--- src/rtl/sccb_init_seq.sv ---
// Boot-time camera init sequencer: walks a register table in external ROM and
// issues one SCCB write per entry, with power-up wait, table delays and NACK retry.
module sccb_init_seq #(
    parameter logic [7:0]  DEV_ID       = 8'h42,
    parameter int unsigned TABLE_DEPTH  = 256,
    parameter int unsigned TICKS_PER_MS = 100000,
    parameter int unsigned POWERUP_MS   = 20,
    parameter int unsigned MAX_RETRY    = 3
) (
    input  logic                           axi_clk,
    input  logic                           axi_rst,
    input  logic                           start,
    output logic [$clog2(TABLE_DEPTH)-1:0] table_addr,
    input  logic [15:0]                    table_data,
    output logic                           wr_valid,
    output logic [31:0]                    wr_data,
    input  logic                           wr_done,
    input  logic                           wr_nack,
    output logic                           busy,
    output logic                           done,
    output logic [7:0]                     err_cnt,
    output logic [15:0]                    wr_count
);

    localparam int unsigned AW        = $clog2(TABLE_DEPTH);
    localparam int unsigned PWR_TICKS = POWERUP_MS * TICKS_PER_MS;
    localparam int unsigned DLY_TICKS = 255 * TICKS_PER_MS;
    localparam int unsigned CNT_MAX   = (PWR_TICKS > DLY_TICKS) ? PWR_TICKS : DLY_TICKS;
    localparam int unsigned CW        = $clog2(CNT_MAX + 1);
    localparam int unsigned RW        = $clog2(MAX_RETRY + 2);

    typedef enum logic [3:0] {
        IDLE, PWRUP, FETCH, DECODE, ISSUE, WAIT, RETRY, DLY, FIN
    } state_t;

    state_t          state_q, state_d;
    logic [AW-1:0]   idx_q, idx_d;
    logic [CW-1:0]   cnt_q, cnt_d;
    logic [RW-1:0]   retry_q, retry_d;
    logic            wr_valid_q, wr_valid_d;
    logic [31:0]     wr_data_q, wr_data_d;
    logic            busy_q, busy_d;
    logic            done_q, done_d;
    logic [7:0]      err_q, err_d;
    logic [15:0]     wcnt_q, wcnt_d;
    logic            advance;

    always_ff @(posedge axi_clk or posedge axi_rst) begin
        if (axi_rst) begin
            state_q    <= IDLE;
            idx_q      <= '0;
            cnt_q      <= '0;
            retry_q    <= '0;
            wr_valid_q <= 1'b0;
            wr_data_q  <= '0;
            busy_q     <= 1'b0;
            done_q     <= 1'b0;
            err_q      <= '0;
            wcnt_q     <= '0;
        end else begin
            state_q    <= state_d;
            idx_q      <= idx_d;
            cnt_q      <= cnt_d;
            retry_q    <= retry_d;
            wr_valid_q <= wr_valid_d;
            wr_data_q  <= wr_data_d;
            busy_q     <= busy_d;
            done_q     <= done_d;
            err_q      <= err_d;
            wcnt_q     <= wcnt_d;
        end
    end

    always_comb begin
        state_d   = state_q;
        idx_d     = idx_q;
        cnt_d     = cnt_q;
        retry_d   = retry_q;
        wr_data_d = wr_data_q;
        busy_d    = busy_q;
        done_d    = done_q;
        err_d     = err_q;
        wcnt_d    = wcnt_q;
        advance   = 1'b0;

        unique case (state_q)
            IDLE: begin
                if (start) begin
                    done_d  = 1'b0;
                    err_d   = '0;
                    wcnt_d  = '0;
                    busy_d  = 1'b1;
                    cnt_d   = CW'(PWR_TICKS);
                    state_d = PWRUP;
                end
            end
            PWRUP: begin
                if (cnt_q <= CW'(1)) begin
                    idx_d   = '0;
                    state_d = FETCH;
                end else begin
                    cnt_d = cnt_q - CW'(1);
                end
            end
            FETCH: state_d = DECODE;
            DECODE: begin
                if (table_data == 16'hFFFF) begin
                    state_d = FIN;
                end else if (table_data[15:8] == 8'hFE) begin
                    if (table_data[7:0] == 8'h00) begin
                        advance = 1'b1;
                    end else begin
                        cnt_d   = CW'(table_data[7:0]) * CW'(TICKS_PER_MS);
                        state_d = DLY;
                    end
                end else begin
                    wr_data_d = {8'h00, DEV_ID, table_data};
                    retry_d   = '0;
                    state_d   = ISSUE;
                end
            end
            ISSUE: state_d = WAIT;
            WAIT: begin
                if (wr_done) begin
                    if (!wr_nack) begin
                        wcnt_d  = wcnt_q + 16'd1;
                        advance = 1'b1;
                    end else if (retry_q < RW'(MAX_RETRY)) begin
                        retry_d = retry_q + RW'(1);
                        state_d = RETRY;
                    end else begin
                        if (err_q != 8'hFF) err_d = err_q + 8'd1;
                        advance = 1'b1;
                    end
                end
            end
            // one idle cycle so the controller sees a fresh wr_valid edge
            RETRY: state_d = ISSUE;
            DLY: begin
                if (cnt_q <= CW'(1)) advance = 1'b1;
                else cnt_d = cnt_q - CW'(1);
            end
            FIN: state_d = IDLE;
            default: state_d = IDLE;
        endcase

        if (advance) begin
            if (idx_q == AW'(TABLE_DEPTH - 1)) begin
                state_d = FIN;
            end else begin
                idx_d   = idx_q + AW'(1);
                state_d = FETCH;
            end
        end

        wr_valid_d = (state_d == ISSUE) || (state_d == WAIT);
        if (state_d == FIN) begin
            busy_d = 1'b0;
            done_d = 1'b1;
        end
    end

    assign table_addr = idx_q;
    assign wr_valid   = wr_valid_q;
    assign wr_data    = wr_data_q;
    assign busy       = busy_q;
    assign done       = done_q;
    assign err_cnt    = err_q;
    assign wr_count   = wcnt_q;

endmodule

--- config.mk ---
export PLATFORM = sky130hd
export DESIGN_NAME = sccb_init_seq
export DESIGN_NICKNAME = d
export VERILOG_FILES = /design/src/rtl/sccb_init_seq.sv
export SDC_FILE = /design/constraint.sdc
export NUM_CORES = 1
export LEC_CHECK = 0
export ABC_AREA = 1
export BUFFER_PORTS_ARGS = -buffer_cell sky130_fd_sc_hd__buf_2
export CORE_MARGIN = 5
export CORE_UTILIZATION = 50
export CTS_CLUSTER_SIZE = 10
export DETAILED_ROUTE_END_ITERATION = 8
export HOLD_SLACK_MARGIN = 0.15
export PLACE_DENSITY = 0.7
export SYNTH_ARGS = -nofsm -noshare
export SYNTH_HDL_FRONTEND = slang
export SYNTH_SLANG_ARGS = --single-unit
export TNS_END_PERCENT = 10
--- constraint.sdc ---
create_clock -name axi_clk -period 3.2 [get_ports axi_clk]
set_input_delay 0.48 -clock axi_clk [delete_from_list [all_inputs] [get_ports axi_clk]]
set_output_delay 0.48 -clock axi_clk [all_outputs]
set_load 0.05 [all_outputs]
==> summary.md <==
The flow ran to the end, and the final reports show no timing, DRC or antenna violations. The run gives 0 as the total of endpoints with negative setup slack in the final report. STA classifies the critical path startpoint as an input port. Combinational logic is responsible for 59.1% of the overall power. The dominant cell by count in the synthesized netlist was sky130_fd_sc_hd__nand2_1. In this run the vertical extent of the chip is 128 microns.

The number of synthesized flops with an enable pin was 0; the worst clock skew on the final layout was 0.0130 ns. The sum of buffers and inverters on the critical path came out at 1. Power spread over the standard cell area amounts to 803 nW/um^2.

The flip-flop cell with the highest count after synthesis is sky130_fd_sc_hd__dfrtp_1. TritonCTS built the clock tree. The cell type with the highest occurrence count on the critical path is sky130_fd_sc_hd__nand2_1. Data on the critical path is required at its endpoint by 3.45 ns. The count of cell types in the netlist was 40; the fraction of the yosys area taken by sequential cells was 30.0%. Count of TritonRoute iterations in the first routing pass: 5.

The violation count after the first detailed-route iteration was 454; the remaining max-slew budget at the tightest pin was 32.9%. The cell area that synthesis handed to floorplanning was 7000 sq um. The clock transition time at the flip-flop clock pins of the worst setup and hold paths is 0.07 ns, and the via density per instance is 5.18. The critical path in this run is classified as input port to flop. The floorplan step set the die width to 128 microns.

The run gives 1189 as the total number of nets in the final design. Setup repair after global routing could not meet its margin everywhere. The switching share of total power is 51.8%. Worst min-delay path class: input port to asynchronous set/reset pin.

The logs give 0 ns for the setup TNS and 16500 sq um for the total die area. The data arrival time at the worst-slack endpoint was 3.38 ns. The worst-case IR drop observed on VDD is 0.402 mV. The congestion estimate from routability-driven global placement came to 0.945.

The number of antenna violations at the first check in global routing came out at 0. The clock network fraction of total power is 15.9%. Yosys printed 0 warnings.

Dominant cell type by area after synthesis: sky130_fd_sc_hd__dfrtp_1. Counting along the longest clock path gives a buffer depth of 2. The area of the multi-input gates was 4480 sq um; the period utilization was 97.5%. The final critical delay including setup and external delays was 3.12 ns. Entering global routing, the biggest net connects 45 pins.

The max-slew violation count came out at 0. Post-route DRC violation count: 0. The post-route netlist has 18.9% of its cells at a drive strength greater than 1. The slowest stage of the critical path is the sky130_fd_sc_hd__fa_1 cell. For the reported net switching power, the log shows 3.44 mW. Traced cell by cell, the critical path runs through buf_2 -> ha_1 -> fa_1 -> fa_1 -> ha_4 -> ha_4 -> nand2_1 -> nor2_1 -> nand3_2 -> nand2_4 -> nand2_2 -> nand2_1 -> nand2_1 -> nand3_1 -> nand2_1 -> nand2_1 -> nand2_1.

The run gives 0 as the hold violation count in the final report. Along the worst path, the maximum fanout reaches 4. The clock net in this run drives a total of 84 sinks.

By area the synthesized netlist is led by sky130_fd_sc_hd__dfrtp_1 30%, sky130_fd_sc_hd__nand2_1 16%, sky130_fd_sc_hd__ha_1 11%, sky130_fd_sc_hd__nand3_1 7.1%, sky130_fd_sc_hd__inv_1 6.1%. Number of vias after detailed routing: 6624. The synthesized area per cell is 7.13 sq um, and the number of H-tree branching levels is 3. The area taken by flip-flops and latches is 2100 sq um, and the delay of the slowest cell on the worst path is 0.57 ns.

In this run the clock root is driven by a sky130_fd_sc_hd__clkbuf_16. 88 I/O pins were placed. The logs give 6135 for the number of global-route vias before repair and 13400 microns for the final HPWL from detailed placement.

Counting the fill cells in the layout gives 1254. The run gives 13800 sq um as the area of the core. After detailed routing, the average wire length per cell comes to 13.6 microns. Summing all non-filler instances in the final layout gives an area of 8260 sq um. Insertion delay of the later-clocked pin in the worst-skew pair: 0.36 ns. The initialized floorplan defines 43 standard-cell rows. Global routing used 21.9% of the available tracks across all layers.

The count of nets left with antenna violations once routing finished came out at 0. Counting the buffers created by CTS gives 9. From synthesis to final layout, the design area changed by 18.1%. Timing would allow up to 320 MHz. The post-synthesis instance total is 981. The number of antenna repair diodes is 0, and the starting density of the core is 50.6%. Buffers placed on the I/O ports in this run total 73.

The logs give 0 for the number of maximum-capacitance violations and 3.20 mW for the internal cell power. Summing all placed instances gives a cell area of 7780 sq um. The async set or reset register ratio after synthesis came out at 100%. The dominant delay contributor by cell family on the critical path is adder cells. For this block, the routed nets add up to 17400 microns of wire. The tools report the hold-fix buffer count after cts as 0. The share of synthesized area in the top cell type comes to 30.0%. The worst setup path is captured at a flop.

For the leakage power summed over all cells, the log shows 4.47 nW. The run gives 0 as the global-route congestion overflow total. Number of flip-flops and latches in the synthesized netlist: 84. The commonest cells after synthesis are 307 x sky130_fd_sc_hd__nand2_1, 113 x sky130_fd_sc_hd__inv_1, 99 x sky130_fd_sc_hd__nand3_1. At the pin with the least slew margin, the transition time is 1.00 ns. Per report_power, the sequential group accounts for 24.9% of the total. The wire length of the first global-routing pass is 29300 microns.
power groups by stage:
stage	Combinational (mW)	Clock [mW]	Sequential [mW]
4_1_cts	3.78	1.07	1.65
2_1_floorplan	2.50	0	2.08
3_3_place_gp	3.70	0	1.66
3_5_place_dp	3.74	0	1.66
5_1_grt	4.40	1.12	1.70
6_report	3.93	1.06	1.66
registers in the layout, summed over array words and instances, names as in the netlist:
register / cells
err_cnt: 8
retry_q: 3
table_addr: 8
busy: 1
cnt_q: 25
wr_count: 16
wr_valid: 1
wr_data: 17
state_q: 4
done: 1
per-layer routing:
layer	share of wire, %	routed length (microns)	track usage, %	vias to the layer above
li1	-	-	-	3356
met1	46	8060	30.3	3079
met2	47	8140	35.9	175
met3	5.8	1010	3.00	14
met4	1.2	217	6.30	0
met5	0	0	0	-
worst paths after layout:
| check | from | end | slack (ns) | cells after the start |
|---|---|---|---|---|
| max | table_data[3] | cnt_q[20]$_DFFE_PP0P_ | 0.08 | 17 |
| min | axi_rst | wr_data[6]$_DFFE_PP0P_ | 0.21 | 2 |
| max reg2reg | state_q[2]$_DFF_PP0_ | cnt_q[10]$_DFFE_PP0P_ | 0.83 | 9 |
| min reg2reg | wr_data[1]$_DFFE_PP0P_ | wr_data[1]$_DFFE_PP0P_ | 0.48 | 2 |
| max in group asynchronous | axi_rst | table_addr[1]$_DFF_PP0_ | 2.30 | 3 |
| min in group axi_clk | table_data[15] | wr_data[15]$_DFFE_PP0P_ | 0.37 | 2 |
what timing repair did:
action / 4_1_cts / 5_1_grt
endpoints found under the setup margin: 1 / 12
setup buffers: 0 / 2
pin swaps: 0 / 11
gates resized for setup: 1 / 25
area by class of cell:
class / instances / share of cell area [%]
Inverter: 116 / 5.28
Sequential cell: 84 / 25.4
Clock inverter: 7 / 0.893
Tap cell: 180 / 2.73
Clock buffer: 9 / 2.73
Timing Repair Buffer: 118 / 8.66
Multi-Input combinational cell: 764 / 54.3
cells by family (layout without fill, tap and decap cells):
kind of cell,after synthesis,count (layout),share of synthesized area [%]
other cells,1,14,0.0536
fa+ha+maj,75,75,14.7
compound gates,75,75,5.97
flops,84,84,30.0
mux,6,6,0.966
buf+inv,146,250,9.32
simple gates,573,573,36.3
xor+xnor,21,21,2.63
placed cells by master (no fill, tap or decap), drive strengths merged:
| cell | netlist | final |
|---|---|---|
| nand2 | 315 | 315 |
| inv | 116 | 119 |
| buf | 27 | 118 |
| nand3 | 102 | 102 |
| nor2 | 91 | 91 |
| dfrtp | 84 | 84 |
| ha | 63 | 63 |
| o21ai | 41 | 41 |
| a21oi | 22 | 22 |
| nand4 | 20 | 20 |
| nor3 | 16 | 16 |
| xor2 | 15 | 15 |
| conb | 1 | 14 |
| or2 | 14 | 14 |
| fa | 12 | 12 |
| clkbuf | 3 | 9 |
| nand3b | 9 | 9 |
| xnor2 | 6 | 6 |
| mux2 | 6 | 6 |
| nor3b | 4 | 4 |
| o31ai | 4 | 4 |
| clkinv | 0 | 4 |
| o21bai | 3 | 3 |
| a21o | 2 | 2 |
| and2 | 2 | 2 |
| o211ai | 1 | 1 |
| a22o | 1 | 1 |
| o21a | 1 | 1 |
per-stage QoR:
step / hold WS, ns / instances / util (%) / setup WS [ns] / total power [mW]
floorplan: 0.453 / 994 / - / -0.00592 / 4.59
global placement: 0.461 / 1260 / 56.2 / -0.346 / 5.36
detailed placement: 0.468 / 1260 / 56.2 / -0.359 / 5.41
CTS: 0.229 / 1276 / 58.5 / 0.00636 / 6.50
global route: 0.268 / 1278 / 59.8 / -0.0508 / 7.21
finish: 0.211 / 1278 / 59.8 / 0.0795 / 6.64
No activity file was read; power rests on OpenSTA's default activity.
